**config.mk**
```make
export PLATFORM = sky130hd
export DESIGN_NAME = memory_game_sm
export DESIGN_NICKNAME = d
export VERILOG_FILES = /design/src/rtl/memory_game_pkg.sv /design/src/rtl/lfsr16.sv /design/src/rtl/memory_game_sm.sv
export SDC_FILE = /design/constraint.sdc
export NUM_CORES = 1
export LEC_CHECK = 0
export CAP_MARGIN = 20
export CORE_MARGIN = 10
export CORE_UTILIZATION = 46
export CTS_BUF_LIST = sky130_fd_sc_hd__clkbuf_16
export DETAILED_ROUTE_END_ITERATION = 8
export GPL_TIMING_DRIVEN = 0
export PLACE_DENSITY_LB_ADDON = 0.2
export SYNTH_ARGS = -nofsm -noshare
export SYNTH_HDL_FRONTEND = slang
export SYNTH_HIERARCHICAL = 1
export SYNTH_SLANG_ARGS = --single-unit
```
**constraint.sdc**
```tcl
create_clock -name clk -period 3.92 [get_ports clk]
set_input_delay 0.784 -clock clk [delete_from_list [all_inputs] [get_ports clk]]
set_output_delay 0.784 -clock clk [all_outputs]
set_load 0.005 [all_outputs]
```
**src/rtl/memory_game_pkg.sv**
```systemverilog
// Shared types and constants for the memory-tile game sequencer.
// The state encoding is one-hot so the phase flags come straight off the state register.
package memory_game_pkg;

    typedef enum logic [4:0] {
        S_IDLE  = 5'b00001,
        S_FLASH = 5'b00010,
        S_PLAY  = 5'b00100,
        S_GOOD  = 5'b01000,
        S_LOST  = 5'b10000
    } state_t;

    localparam int          GRID_N    = 4;
    // Fibonacci feedback taps 16,14,13,11 expressed on a right-shifting register (bits 0,2,3,5)
    localparam logic [15:0] LFSR_TAPS = 16'h002D;
    localparam logic [3:0]  LEVEL_MAX = 4'd15;

    function automatic logic [3:0] tile_idx(input logic [1:0] x, input logic [1:0] y);
        return 4'(int'(x) * GRID_N + int'(y));
    endfunction

endpackage

```
**src/rtl/lfsr16.sv**
```systemverilog
// Free-running 16-bit Fibonacci LFSR; q_next exposes the following value so a caller
// can combine two consecutive draws in a single cycle.
module lfsr16
    import memory_game_pkg::*;
#(
    parameter logic [15:0] SEED = 16'hACE1
) (
    input  logic        clk,
    input  logic        rst,
    output logic [15:0] q,
    output logic [15:0] q_next
);

    assign q_next = {^(q & LFSR_TAPS), q[15:1]};

    // Shift register, advances every cycle
    always_ff @(posedge clk or posedge rst) begin
        if (rst) begin
            q <= SEED;
        end else begin
            q <= q_next;
        end
    end

endmodule

```
**src/rtl/memory_game_sm.sv**
```systemverilog
// Game sequencer for the 4x4 memory-tile game: pattern draw, flash, cursor play,
// win/loss bookkeeping and the one-hot phase flags consumed by the display path.
module memory_game_sm
    import memory_game_pkg::*;
#(
    parameter int          SHOW_TICKS   = 3,
    parameter int          RESULT_TICKS = 2,
    parameter int          TIMER_W      = 8,
    parameter logic [15:0] LFSR_SEED    = 16'hACE1
) (
    input  logic       clk,
    input  logic       rst,
    input  logic       tick,
    input  logic       start,
    input  logic       up,
    input  logic       down,
    input  logic       left,
    input  logic       right,
    input  logic       sel,
    output logic [1:0] X,
    output logic [1:0] Y,
    output logic [3:0] A0,
    output logic [3:0] A1,
    output logic [3:0] A2,
    output logic [3:0] A3,
    output logic [3:0] B0,
    output logic [3:0] B1,
    output logic [3:0] B2,
    output logic [3:0] B3,
    output logic       Qi,
    output logic       Qfo,
    output logic       Qp,
    output logic       Qg,
    output logic       Ql,
    output logic [3:0] level
);

    localparam logic [TIMER_W-1:0] SHOW_LIM   = TIMER_W'(SHOW_TICKS);
    localparam logic [TIMER_W-1:0] RESULT_LIM = TIMER_W'(RESULT_TICKS);

    state_t               state_r, state_s;
    logic [1:0]           x_r, x_s, y_r, y_s;
    logic [15:0]          a_r, a_s, b_r, b_s;
    logic [3:0]           level_r, level_s;
    logic [TIMER_W-1:0]   timer_r, timer_s;
    logic [15:0]          lfsr_q_s, lfsr_next_s, draw_s, pattern_s, guess_s;
    logic [3:0]           k_s;

    lfsr16 #(.SEED(LFSR_SEED)) u_lfsr (
        .clk    (clk),
        .rst    (rst),
        .q      (lfsr_q_s),
        .q_next (lfsr_next_s)
    );

    // Next-state and datapath decisions for all game registers
    always_comb begin
        state_s   = state_r;
        x_s       = x_r;
        y_s       = y_r;
        a_s       = a_r;
        b_s       = b_r;
        level_s   = level_r;
        timer_s   = timer_r;
        k_s       = tile_idx(x_r, y_r);
        draw_s    = lfsr_q_s & lfsr_next_s;
        pattern_s = (draw_s == 16'd0) ? lfsr_q_s : draw_s;
        guess_s   = b_r | (16'd1 << k_s);

        case (state_r)
            S_IDLE: begin
                if (start) begin
                    a_s     = pattern_s;
                    b_s     = 16'd0;
                    timer_s = '0;
                    state_s = S_FLASH;
                end else begin
                    state_s = S_IDLE;
                end
            end
            S_FLASH: begin
                if (tick) begin
                    timer_s = timer_r + 1'b1;
                    if (timer_s == SHOW_LIM) begin
                        state_s = S_PLAY;
                        timer_s = '0;
                        x_s     = 2'd0;
                        y_s     = 2'd0;
                    end else begin
                        state_s = S_FLASH;
                    end
                end else begin
                    state_s = S_FLASH;
                end
            end
            S_PLAY: begin
                if (sel) begin
                    // A repeat guess on an already-revealed tile consumes the press silently
                    if (!b_r[k_s]) begin
                        b_s = guess_s;
                        if (!a_r[k_s]) begin
                            state_s = S_LOST;
                            level_s = 4'd0;
                        end else if (guess_s == a_r) begin
                            state_s = S_GOOD;
                            timer_s = '0;
                            level_s = (level_r == LEVEL_MAX) ? LEVEL_MAX : level_r + 4'd1;
                        end else begin
                            state_s = S_PLAY;
                        end
                    end else begin
                        state_s = S_PLAY;
                    end
                end else if (up) begin
                    x_s = x_r - 2'd1;
                end else if (down) begin
                    x_s = x_r + 2'd1;
                end else if (left) begin
                    y_s = y_r - 2'd1;
                end else if (right) begin
                    y_s = y_r + 2'd1;
                end else begin
                    state_s = S_PLAY;
                end
            end
            S_GOOD: begin
                if (tick) begin
                    timer_s = timer_r + 1'b1;
                    if (timer_s == RESULT_LIM) begin
                        state_s = S_IDLE;
                        timer_s = '0;
                    end else begin
                        state_s = S_GOOD;
                    end
                end else begin
                    state_s = S_GOOD;
                end
            end
            S_LOST: begin
                if (start) begin
                    state_s = S_IDLE;
                end else begin
                    state_s = S_LOST;
                end
            end
            default: begin
                state_s = S_IDLE;
            end
        endcase
    end

    // Game registers
    always_ff @(posedge clk or posedge rst) begin
        if (rst) begin
            state_r <= S_IDLE;
            x_r     <= 2'd0;
            y_r     <= 2'd0;
            a_r     <= 16'd0;
            b_r     <= 16'd0;
            level_r <= 4'd0;
            timer_r <= '0;
        end else begin
            state_r <= state_s;
            x_r     <= x_s;
            y_r     <= y_s;
            a_r     <= a_s;
            b_r     <= b_s;
            level_r <= level_s;
            timer_r <= timer_s;
        end
    end

    assign X     = x_r;
    assign Y     = y_r;
    assign A0    = a_r[3:0];
    assign A1    = a_r[7:4];
    assign A2    = a_r[11:8];
    assign A3    = a_r[15:12];
    assign B0    = b_r[3:0];
    assign B1    = b_r[7:4];
    assign B2    = b_r[11:8];
    assign B3    = b_r[15:12];
    assign Qi    = state_r[0];
    assign Qfo   = state_r[1];
    assign Qp    = state_r[2];
    assign Qg    = state_r[3];
    assign Ql    = state_r[4];
    assign level = level_r;

endmodule

```
==> results.json, run 1 <==
{
  "outcome": "finished, final reports clean",
  "gp_congestion": 0.839,
  "hp-class": "flip-flop to flip-flop",
  "drv_slew": 0,
  "core_area_mm2": 0.00826,
  "ff2ff_setup_slack_ns": 1.17,
  "finalHoldViolCount": 0,
  "hold_depth": 0,
  "die_x_um": 112,
  "clk_latency_ns": 0.34,
  "netlist_instances": 408,
  "pre_cts_ws_ns": 0.572,
  "cts_tree": "built",
  "fillerInstances": 719,
  "clk_root_buffer_cell": "clkbuf_16",
  "fin_util_pct": 59.5,
  "synthFlopType": "dfrtp_1",
  "yosysTopAreaCellShare_pct": 38.2,
  "vias_per_cell": 5.77,
  "synth_cell_types": 56,
  "clkTransAtPathRegs_ns": 0.06,
  "drive_gt1_share_pct": 16.1,
  "mostFrequentLayoutCell": "dfrtp_1",
  "postCtsHoldBufs": 0,
  "finalNetCount": 486,
  "yosysSeqAreaShare_pct": 44.2,
  "synth_largest_area_cell": "dfrtp_1",
  "period_share_pct": 77.2,
  "area_growth_pct": 25.0,
  "crit_arrival_ns": 3.24,
  "synth_warnings": 6,
  "maxSlewHeadroom_pct": 34.9,
  "start_util_pct": 47.6,
  "grt_pass1_wl_mm": 17.0,
  "gr-total-overflow": 0,
  "p_total_mw": 2.11,
  "grt_util_all_layers_pct": 16.4,
  "ios": 54,
  "period_minus_slack_ns": 3.03,
  "rows": 33,
  "async_reset_ff_share_pct": 100,
  "drtAntennaViolNets": 0,
  "tightest_slew_ns": 0.971,
  "vias": 3365,
  "avgSynthCellArea_um2": 9.63,
  "synthTopCellsByArea": "dfrtp_1 38%, dfstp_2 6.0%, o21ai_0 5.7%",
  "fp.dieArea_mm2": 0.0126,
  "hold_slack_ns": 0.383,
  "drtPass1Iterations": 4,
  "drt_iter0_markers": 212,
  "finClkSkew_ns": 0.00930,
  "grt_pass1_vias": 3206,
  "fp.dieH_um": 112,
  "wl_mm": 10.3,
  "drv_cap": 0,
  "wl_per_cell_um": 17.7,
  "setup-violations-final": 0,
  "endpoint_kind": "flip-flop",
  "critPathRequiredTime_ns": 4.13,
  "synth_edf_count": 0,
  "power.density_mw_per_mm2": 429,
  "p_leak_nw": 2.00,
  "htree_levels": 3,
  "fin_ws_ns": 0.894,
  "clkSinkCount": 69,
  "io_buffers": 53,
  "cp_max_fo": 8,
  "fmax_mhz": 330,
  "r2r_cells": 10,
  "clock_path_buffers": 2,
  "ir_worst_vdd_mv": 0.254,
  "worstSetupPathType": "primary input to flip-flop",
  "dp_hpwl_mm": 7.64,
  "netlist_area_mm2": 0.00393,
  "cts_resized": 0,
  "cp-start-kind": "primary input",
  "antenna_found_initial": 0,
  "postCtsSetupBuffers": 0,
  "drc": 0,
  "numCtsBuffers": 9,
  "layout_common_cells": "60 x dfrtp_1, 54 x nand2_1, 53 x clkdlybuf4s50_1",
  "rsz0062_at_grt": "false",
  "grt_max_degree": 41,
  "antenna_cells": 0,
  "tns_ns": 0,
  "syn_nets": 421,
  "ys_ff_latch": 69
}
-- path summary, 6_finish.rpt --
check | start | to
max | tick | timer_r[1]
min | u_lfsr/q[6] | u_lfsr/q[5]
max reg2reg | Y[0] | timer_r[1]
min reg2reg | u_lfsr/q[6] | u_lfsr/q[5]
max in group asynchronous | rst | b_r[6]
min in group asynchronous | rst | state_r[3]
-- routing by layer --
layer	global-route usage (%)	share of wire, %
met5	0	0
met3	3.35	4.8
met1	20.6	45
met4	6.60	1.9
met2	26.8	48
-- critical path: stages --
cell and delay (ns):
clkdlybuf4s50_1 0.61, nand3b_1 0.11, a21oi_1 0.14, o21bai_1 0.09, a211oi_1 0.78, nand2_1 0.10, a21o_1 0.20, buf_6 0.14
mux2_4 0.29
-- area by class of cell --
class                           count  area, um2  share of cell area (%)
Multi-Input combinational cell    292       1910                    39.0
Sequential cell                    69       1740                    35.4
Timing Repair Buffer               54        551                    11.2
Buffer                             35        231                    4.71
Clock buffer                        9        225                    4.59
Tap cell                          105        131                    2.68
Clock inverter                      7       73.8                    1.50
Inverter                           12       45.0                   0.917
-- state kept, by name (all words and copies together) (netlist names) --
| register | count |
|---|---|
| timer_r | 8 |
| a_r | 16 |
| u_lfsr/q | 16 |
| Y | 2 |
| b_r | 16 |
| level | 4 |
| state_r | 5 |
| X | 2 |
-- synth_stat cells, types with 2 or more instances --
cell type	n
a21oi_2	2
a21oi_1	30
a31oi_1	3
nand2b_1	3
nor2b_1	4
xor2_1	2
a221oi_1	3
inv_1	12
o21bai_1	2
nor2_2	3
o32ai_1	2
dfstp_2	9
o21ai_0	45
nor3_1	5
buf_2	4
nand3b_1	3
o22ai_1	3
nor2b_2	2
xnor2_1	22
mux2_4	2
nand2_1	54
buf_6	5
nor2_1	20
and2_4	2
nor4_1	7
a22o_1	3
mux2_2	3
ha_1	4
o211ai_1	2
nand3_1	11
and2_1	2
dfrtp_1	60
or3_1	2
a2bb2oi_1	2
buf_4	15
and3_1	2
a22oi_1	4
a21o_1	4
mux4_2	7
a32o_1	8
clkbuf_1	10
nand4_1	4
o31ai_1	3
-- power by group --
part	leakage (nW)	internal [mW]	switching [mW]	total [mW]
Clock	0.146	0.494	0.313	0.807
Sequential	0.925	0.739	0.0287	0.768
Combinational	0.932	0.187	0.345	0.531
-- cells by family (layout without fill, tap and decap cells) --
kind of cell    Yosys count  after routing  synth area share (%)
simple gates            127            127                  15.6
compound gates          123            123                  19.9
flops                    69             69                  44.2
buf+inv                  47            117                  7.04
xor+xnor                 24             24                  5.35
mux                      14             14                  6.56
fa+ha+maj                 4              4                  1.27
-- metrics by stage --
stage | std cells | instance area (um2)
4_1_cts | 583 | 4910
5_1_grt | 583 | 4910
6_report | 583 | 4910
3_5_place_dp | 567 | 4610
3_3_place_gp | 566 | 4590
2_1_floorplan | 408 | 3930
(Power assumes the default switching activity.)
==> inputs of run 2 (changes only) <==
==> constraint.sdc (replaced) <==
create_clock -name clk -period 2.45 [get_ports clk]
set_input_delay 0.49 -clock clk [delete_from_list [all_inputs] [get_ports clk]]
set_output_delay 0.49 -clock clk [all_outputs]
set_load 0.005 [all_outputs]
==> run 2 against run 1 <==
Compared with the run above: core utilization is 5.5 points higher; the run now ends with setup timing left; highest routed layer unchanged; critical endpoint unchanged; sequential power increased by 60%; hold slack hardly changed.
==> results.json, run 2 (synthesis gave the netlist of run 1 again) <==
{
  "outcome": "finished with violations",
  "violations": "setup timing",
  "clkTransAtPathRegs_ns": 0.06,
  "setup-violations-final": 6,
  "clkSinkCount": 69,
  "area_growth_pct": 36.6,
  "rows": 33,
  "critPathRequiredTime_ns": 2.66,
  "drv_cap": 0,
  "gp_congestion": 0.839,
  "die_x_um": 112,
  "pwr-share-clk_pct": 36.4,
  "core_area_mm2": 0.00826,
  "cp_max_fo": 8,
  "fin_ws_ns": -0.0953,
  "hold_depth": 0,
  "hold_end": "u_lfsr/q[5]",
  "clk_latency_ns": 0.34,
  "mostFrequentLayoutCell": "dfrtp_1",
  "maxSlewHeadroom_pct": 47.5,
  "clock_path_buffers": 2,
  "grt_pass1_vias": 3298,
  "hp-start": "u_lfsr/q[6]",
  "period_minus_slack_ns": 2.55,
  "pre_cts_ws_ns": -0.604,
  "cts_tree": "built",
  "antenna_cells": 0,
  "numCtsBuffers": 9,
  "fmax_mhz": 393,
  "start_util_pct": 47.6,
  "p_int_mw": 2.39,
  "period_share_pct": 104,
  "finClkSkew_ns": 0.0102,
  "htree_levels": 3,
  "antenna_found_initial": 0,
  "crit_arrival_ns": 2.76,
  "vias": 3530,
  "p_total_mw": 3.58,
  "drv_slew": 0,
  "worstSetupStartpoint": "Y[0]",
  "timing.rr.end": "timer_r[1]",
  "drt_iter0_markers": 200,
  "reg_top3": "a_r x16, b_r x16, u_lfsr/q x16",
  "multi_input_area_mm2": 0.00210,
  "p_leak_nw": 2.19,
  "wl_per_cell_um": 18.3,
  "register_area_mm2": 0.00174,
  "drtPass1Iterations": 4,
  "clk_root_buffer_cell": "clkbuf_16",
  "ir_worst_vdd_mv": 0.401,
  "worstSetupPathType": "flip-flop to flip-flop",
  "cp-start-kind": "flip-flop",
  "fillerInstances": 653,
  "p_sw_mw": 1.19,
  "power_frac_comb_pct": 29.1,
  "tightest_slew_ns": 0.780,
  "tns_ns": -0.282,
  "grt_util_all_layers_pct": 16.6,
  "r2r-start": "Y[0]",
  "layout_common_cells": "56 x dfrtp_1, 53 x nand2_1, 53 x clkdlybuf4s50_1",
  "power.density_mw_per_mm2": 668,
  "grt_pass1_wl_mm": 17.3,
  "io_buffers": 53,
  "endpoint_kind": "flip-flop",
  "finalInstanceArea_mm2": 0.00537,
  "drc": 0,
  "finalNetCount": 513,
  "grt_max_degree": 41,
  "hold_slack_ns": 0.383,
  "r2r_cells": 11,
  "ios": 54,
  "gr-total-overflow": 0,
  "wl_mm": 11.1,
  "drtAntennaViolNets": 0,
  "hp-class": "flip-flop to flip-flop",
  "p_seq_share_pct": 34.5,
  "dp_hpwl_mm": 7.64,
  "vias_per_cell": 5.79,
  "fp.dieArea_mm2": 0.0126,
  "post_dp_cell_area_mm2": 0.00461,
  "drive_gt1_share_pct": 27.5,
  "ff2ff_setup_slack_ns": -0.1,
  "finalHoldViolCount": 0,
  "sw_frac_of_total_pct": 33.3,
  "rsz0062_at_grt": "true",
  "fp.dieH_um": 112
}
==> run 2: cell types whose count changed in the layout (fill, tap and decap cells not counted), sizes merged <==
cell and change:
clkbuf -1, buf +28
==> run 2: layer usage <==
metal	up-vias	GRT usage, %	wire, um
met5	-	0	0
met4	0	6.85	235
met3	20	3.35	705
met2	133	27.3	5390
met1	1736	20.9	4800
li1	1641	-	-
==> run 2: worst max path at each step <==
| stage | endpoint | slack (ns) | cells after the start |
|---|---|---|---|
| 2_1_floorplan | timer_r[0] | 0.17 | 9 |
| 3_3_place_gp | timer_r[1] | -0.58 | 9 |
| 3_5_place_dp | timer_r[1] | -0.60 | 9 |
| 4_1_cts | timer_r[1] | -0.03 | 10 |
| 5_1_grt | timer_r[1] | -0.16 | 11 |
| 6_report | timer_r[1] | -0.1 | 11 |
==> run 2: per-stage QoR <==
step                      util [%]  cells
final                         65.0    610
after detailed placement      55.8    567
after CTS                     61.3    588
after global placement        55.6    566
after global routing          65.0    610
after floorplan                  -    408
==> run 2: area by class of cell <==
| cell class | count | area share (%) |
|---|---|---|
| Buffer | 35 | 5.06 |
| Clock buffer | 9 | 4.20 |
| Clock inverter | 7 | 1.38 |
| Inverter | 12 | 0.839 |
| Multi-Input combinational cell | 292 | 39.1 |
| Sequential cell | 69 | 32.5 |
| Tap cell | 105 | 2.45 |
| Timing Repair Buffer | 81 | 14.5 |
==> run 2: what timing repair did <==
action	CTS	global route
setup endpoints to repair	23	40
pin swaps	8	14
resized for setup	23	44
hold buffers	0	0
buffers inserted	5	22
==> run 2: power groups by stage <==
| stage | clock (mW) | sequential, mW | combinational [mW] |
|---|---|---|---|
| after floorplan | 0 | 1.24 | 0.578 |
| after global placement | 0 | 1.25 | 0.835 |
| after detailed placement | 0 | 1.25 | 0.848 |
| after CTS | 1.31 | 1.23 | 0.907 |
| after global routing | 1.37 | 1.24 | 1.12 |
| final | 1.31 | 1.23 | 1.04 |
==> run 2: critical path, stage by stage, from the launching register on <==
cell and delay, ns:
dfrtp_1 0.39, buf_6 0.15, buf_12 0.13, nor2_4 0.20
a21oi_2 0.09, xnor2_1 0.15, nor4_2 0.33, nand4_1 0.18
buf_6 0.18, a21o_1 0.18, buf_6 0.14, mux2_4 0.29
==> RTL edit 1, RTL diff (config.mk and constraints of run 1) <==
`a_r` and `b_r` no longer have a reset.
--- a/src/rtl/memory_game_sm.sv
+++ b/src/rtl/memory_game_sm.sv
@@ -155,19 +155,20 @@
             state_r <= S_IDLE;
             x_r     <= 2'd0;
             y_r     <= 2'd0;
-            a_r     <= 16'd0;
-            b_r     <= 16'd0;
             level_r <= 4'd0;
             timer_r <= '0;
         end else begin
             state_r <= state_s;
             x_r     <= x_s;
             y_r     <= y_s;
-            a_r     <= a_s;
-            b_r     <= b_s;
             level_r <= level_s;
             timer_r <= timer_s;
         end
+    end
+
+    always_ff @(posedge clk) begin
+        a_r <= a_s;
+        b_r <= b_s;
     end
 
     assign X     = x_r;
Formal check against the unedited RTL: not equivalent (Yosys sat finds a counterexample within 4 cycles, from zero or initial values and one cycle with rst high).
==> RTL edit 1 against run 1 <==
First-iteration DRC count decreased by 32%. Worst setup slack improved by 0.37 ns. Largest cell class is now registers. Area after synthesis decreased by 3.1%. Cell area decreased by 2.2%. Sequential cell count unchanged. Power increased by 25%. Die area decreased by 2.5%. Critical endpoint is now b_r[5]$_SDFFCE_PN0P_. Routed wire length decreased by 13%.
==> RTL edit 1: results (changes against run 1) <==
* Via count at 2,954 (was 3,365)
* DP HPWL at 6770 um (was 7640 um)
* Status: complete, no violations (unchanged)
* Clk Latency, worst-skew pair at 0.32 ns (was 0.34 ns)
* Max VDD drop at 0.000246 V (was 0.000254 V)
* Ys flop type: edfxtp_1 (was dfrtp_1)
* Clock Skews at 0.00485 ns (was 0.00930 ns)
* Fill cell count at 677 (was 719)
* Relative slew margins at 44.6% (was 34.9%)
* Async SR Flop Fraction at 53.6% (was 100%)
* Sequential share of the synthesized area at 49.8% (was 44.2%)
* Leak at 1.87 nW (was 2.00 nW)
* Hold crit path type: reg -> reg (unchanged)
* GRT Overall Usage at 14.6% (was 16.4%)
* Highest-delay cell along the critical path: o22ai_2 (was a211oi_1)
* DR WL/cell at 17.2 um (was 17.7 um)
* Sw Share at 30.9% (was 32.6%)
* Crit path max fanout at 16 (was 8)
* Vias in the first global route at 2,932 (was 3,206)
* Total CTS buffers at 9 (unchanged)
* Clk root buf: clkbuf_16 (unchanged)
* Worst EP arrival at 2.61 ns (was 3.24 ns)
* Number of synthesis warnings at 6 (unchanged)
* Number of cells upsized or downsized after cts at 0 (unchanged)
* H-Tree Depth at 3 (unchanged)
* Iter 0 DRT Violations at 144 (was 212)
* Max clock buf depth at 2 (unchanged)
* Layout Nets at 423 (was 486)
* Distinct cell type count after synthesis at 58 (was 56)
* Synth Net Count at 358 (was 421)
* Ant diodes at 0 (unchanged)
* Initial antenna violation count at 0 (unchanged)
* DRT Pass-1 Iters at 5 (was 4)
* Synth area leaders: edfxtp_1 (25%), dfrtp_1 (18%), dfstp_2 (6.2%), xor2_1 (4.1%), mux4_1 (3.4%) (was dfrtp_1 (38%), dfstp_2 (6.0%), o21ai_0 (5.7%), nand2_1 (5.2%), xnor2_1 (4.9%))
* Post-synth EDFFs at 32 (was 0)
* First-pass GRT wire length at 15,000 um (was 17,000 um)
* Clk pin slew, worst setup/hold paths at 0.06 ns (about the same)
* Post-synth top cells: edfxtp_1 (32), nor2_1 (32), dfrtp_1 (28), xor2_1 (18), o21a_1 (17) (was dfrtp_1 (60), nand2_1 (54), o21ai_0 (45), a21oi_1 (30), xnor2_1 (22))
* GPL Wtd Cong at 0.900 (was 0.839)
* Post-CTS Setup Bufs at 0 (unchanged)
* Largest stage delay, worst path at 0.68 ns (was 0.78 ns)
* Top flop regs: a_r x16, b_r x16, u_lfsr/q x16 (unchanged)
* Layout cell share with drive strength beyond 1 at 15.4% (was 16.1%)
* Largest net degree at the start of global routing at 22 (was 41)
* # port buffers at 53 (unchanged)
* Critical path's top delay family: compound AO/OA/AOI/OAI gates (unchanged)
-- RTL edit 1: cell count changes after synthesis, sizes merged, moves of 5 or more --
cell / before / now
o21ai: 45 / 19
edfxtp: 0 / 32
xnor2: 22 / 6
a21oi: 32 / 13
nand2: 55 / 14
dfrtp: 60 / 28
o21a: 0 / 17
nor2: 23 / 34
a32o: 8 / 0
nor4: 7 / 2
a31oi: 3 / 14
xor2: 2 / 18
nand3: 11 / 16
-- RTL edit 1: path summary, 6_finish.rpt --
check / from / end / cells after the start / slack, ns
min: u_lfsr/q[7]$_DFF_PP1_ / u_lfsr/q[6]$_DFF_PP1_ / 0 / 0.38
min reg2reg: u_lfsr/q[7]$_DFF_PP1_ / u_lfsr/q[6]$_DFF_PP1_ / 0 / 0.38
min in group asynchronous: rst / u_lfsr/q[9]$_DFF_PP0_ / 2 / 0.84
max: Y[0]$_DFFE_PP0P_ / b_r[5]$_SDFFCE_PN0P_ / 5 / 1.26
max in group asynchronous: rst / Y[1]$_DFFE_PP0P_ / 2 / 2.46
max reg2reg: Y[0]$_DFFE_PP0P_ / b_r[5]$_SDFFCE_PN0P_ / 5 / 1.26
-- RTL edit 1: power groups by stage --
stage               combinational [W]  clock [W]  sequential (W)
floorplan                    0.000459          0        0.000988
global placement             0.000772          0         0.00101
detailed placement           0.000790          0         0.00101
CTS                          0.000795   0.000855        0.000993
global route                 0.000859   0.000883         0.00101
finish                       0.000789   0.000842        0.000992
-- RTL edit 1: layer usage --
metal / wire [um] / vias up / GRT usage (%)
li1: - / 1412 / -
met1: 3870 / 1417 / 18.4
met2: 4370 / 114 / 23.9
met3: 591 / 11 / 4.17
met4: 90 / 0 / 4.34
met5: 0 / - / 0
-- RTL edit 1: logic make-up after synthesis --
family	after synthesis	share of synthesized area, %
AO/OA/AOI/OAI	98	17.8
AND/OR/NAND/NOR	96	12.9
flip-flops	69	49.8
buffers and inverters	42	6.27
XOR/XNOR	24	5.52
multiplexers	12	6.31
adder cells (fa/ha/maj)	4	1.31
-- RTL edit 1: layout make-up --
cell class	count	area share, %
sequential	69	39.5
multi-input combinational	234	34.9
timing repair buffer	54	11.2
clock buffer	10	5.21
buffer	31	4.12
tap	105	2.74
clock inverter	6	1.41
inverter	11	0.860
-- RTL edit 1: stage by stage --
step                      total power (W)  hold slack (ns)  cell area (um^2)  setup slack, ns  cells
after floorplan                   0.00145            0.367              3810             1.23    345
after global placement            0.00178            0.373              4470            0.647    503
after detailed placement          0.00180            0.375              4480             1.21    504
after CTS                         0.00264            0.384              4800             1.20    520
after global routing              0.00275            0.391              4800             1.08    520
final                             0.00262            0.382              4800             1.26    520
==> RTL edit 2, RTL diff (flow settings as in run 1) <==
Made on the original files. `TIMER_W`: 8 -> 12.
--- a/src/rtl/memory_game_sm.sv
+++ b/src/rtl/memory_game_sm.sv
@@ -5,7 +5,7 @@
 #(
     parameter int          SHOW_TICKS   = 3,
     parameter int          RESULT_TICKS = 2,
-    parameter int          TIMER_W      = 8,
+    parameter int          TIMER_W      = 12,
     parameter logic [15:0] LFSR_SEED    = 16'hACE1
 ) (
     input  logic       clk,
Behaviour: no difference found for any inputs over 10 cycles, from zero or initial values and one cycle with rst high; that may be too few to reach the edited logic, so the function may still have changed.
==> RTL edit 2 against run 1 <==
Routed wire length is 23% higher. Final cell count is 14% higher. Cell area is 10% higher. Count of clock-buffer cells in the layout stayed put. Combinational power fell by 14%. Clock skew is 0.0017 ns lower. Worst setup slack got worse by 0.058 ns. Area after synthesis rose by 12%. Power decreased by 1.7%. Sequential cell count increased by 4. Critical path depth is 1 higher. Maximum frequency fell by 1.9%.
==> RTL edit 2: results (changes against run 1) <==
* Distinct cell type count after synthesis at 69 (was 56)
* XOR/XNOR share of the synthesized area at 1.19% (was 5.35%)
* Met3 GRT Util at 4.99% (was 3.35%)
* Routed wl met2 at 6020 um (was 4970 um)
* Largest stage delay, worst path at 0.54 ns (was 0.78 ns)
* Layout cell share with drive strength beyond 1 at 14.0% (was 16.1%)
* Met1 usage in global routing at 23.5% (was 20.6%)
* Worst-margin pin slew at 0.682 ns (was 0.971 ns)
* M1 WL at 5800 um (was 4650 um)
* Compound-Gate Fraction of Synth Area at 20.1% (was 19.9%)
* Leak at 2.19 nW (was 2.00 nW)
* Pre-CTS setup slack at 0.847 ns (was 0.572 ns)
* Layout Nets at 544 (was 486)
* Final setup margin at 0.836 ns (was 0.894 ns)
* Critical Path Start Type: flip-flop (was input port)
* Status: complete, no violations (unchanged)
* Iter 0 DRT Violations at 241 (was 212)
* Worst Min Path Start: u_lfsr/q[11]$_DFF_PP1_ (was u_lfsr/q[6]$_DFF_PP1_)
* Synth Net Count at 479 (was 421)
* Sw Share at 33.2% (was 32.6%)
* Via density at 5.98 (was 5.77)
* Worst EP arrival at 3.35 ns (was 3.24 ns)
* DR WL/cell at 19.1 um (was 17.7 um)
* Highest-delay cell along the critical path: nor2_1 (was a211oi_1)
* Cell Count Post-Placement at 649 (was 567)
* Synth area leaders: dfrtp_1 (36%), dfstp_2 (5.4%), o21ai_0 (5.1%), mux4_2 (4.6%), inv_1 (2.8%) (was dfrtp_1 (38%), dfstp_2 (6.0%), o21ai_0 (5.7%), nand2_1 (5.2%), xnor2_1 (4.9%))
* Comb power frac at 22.1% (was 25.2%)
* WHS at 0.386 ns (was 0.383 ns)
* Net Switching at 0.000688 W (was 0.000686 W)
* Largest net degree at the start of global routing at 39 (was 41)
* Reg2reg start: Y[1]$_DFFE_PP0P_ (was Y[0]$_DFFE_PP0P_)
* R2R Setup Slk at 0.84 ns (was 1.17 ns)
* Max VDD drop at 0.000308 V (was 0.000254 V)
* GPL Wtd Cong at 0.911 (was 0.839)
* Post-synth top cells: dfrtp_1 (64), o21ai_0 (45), inv_1 (33), nor2_1 (25) (was dfrtp_1 (60), nand2_1 (54), o21ai_0 (45), a21oi_1 (30), xnor2_1 (22))
* Met2 usage at 29.4% (was 26.8%)
* Met3 Routed Length at 711 um (was 499 um)
* Mux share of post-synthesis cell area at 6.24% (was 6.56%)
* Vias in the first global route at 3,989 (was 3,206)
* Clock power frac at 38.4% (was 38.3%)
* Critical path's top delay family: simple AND/OR/NAND/NOR gates (was compound AO/OA/AOI/OAI gates)
* Sequential share of the synthesized area at 41.7% (was 44.2%)
* DP HPWL at 9630 um (was 7640 um)
* Clock Skews at 0.00764 ns (was 0.00930 ns)
* Detailed Route WL at 12,700 um (was 10,300 um)
* First-pass GRT wire length at 21,100 um (was 17,000 um)
* Adder-cell share of the synthesized area at 1.14% (was 1.27%)
## RTL edit 2: cell types whose count changed after synthesis, moves of 11 or more
cell             run 1  this run
a21oi_1             30        19
inv_1               12        33
nand2_1             54        24
nand3_1             11        24
o211ai_1             2        16
xnor2_1             22         2
## RTL edit 2: layout make-up
cell class                 count  area, um^2
clock buffer                   9         225
multi-input combinational    321        2200
clock inverter                 7        60.1
sequential                    73        1840
inverter                      33         124
tap                          129         161
timing repair buffer          54         551
buffer                        39         244
fill                         848        3880
## RTL edit 2: worst paths after layout
kind                                               end  cells past startpoint
worst min-delay path            u_lfsr/q[10]$_DFF_PP1_                      0
worst max register to register      b_r[8]$_DFFE_PP0P_                     10
worst max-delay path                b_r[8]$_DFFE_PP0P_                     10
worst min register to register  u_lfsr/q[10]$_DFF_PP1_                      0
max in group asynchronous       state_r[0]$_DFFE_PP1P_                      3
min in group asynchronous           a_r[4]$_DFFE_PP0P_                      2
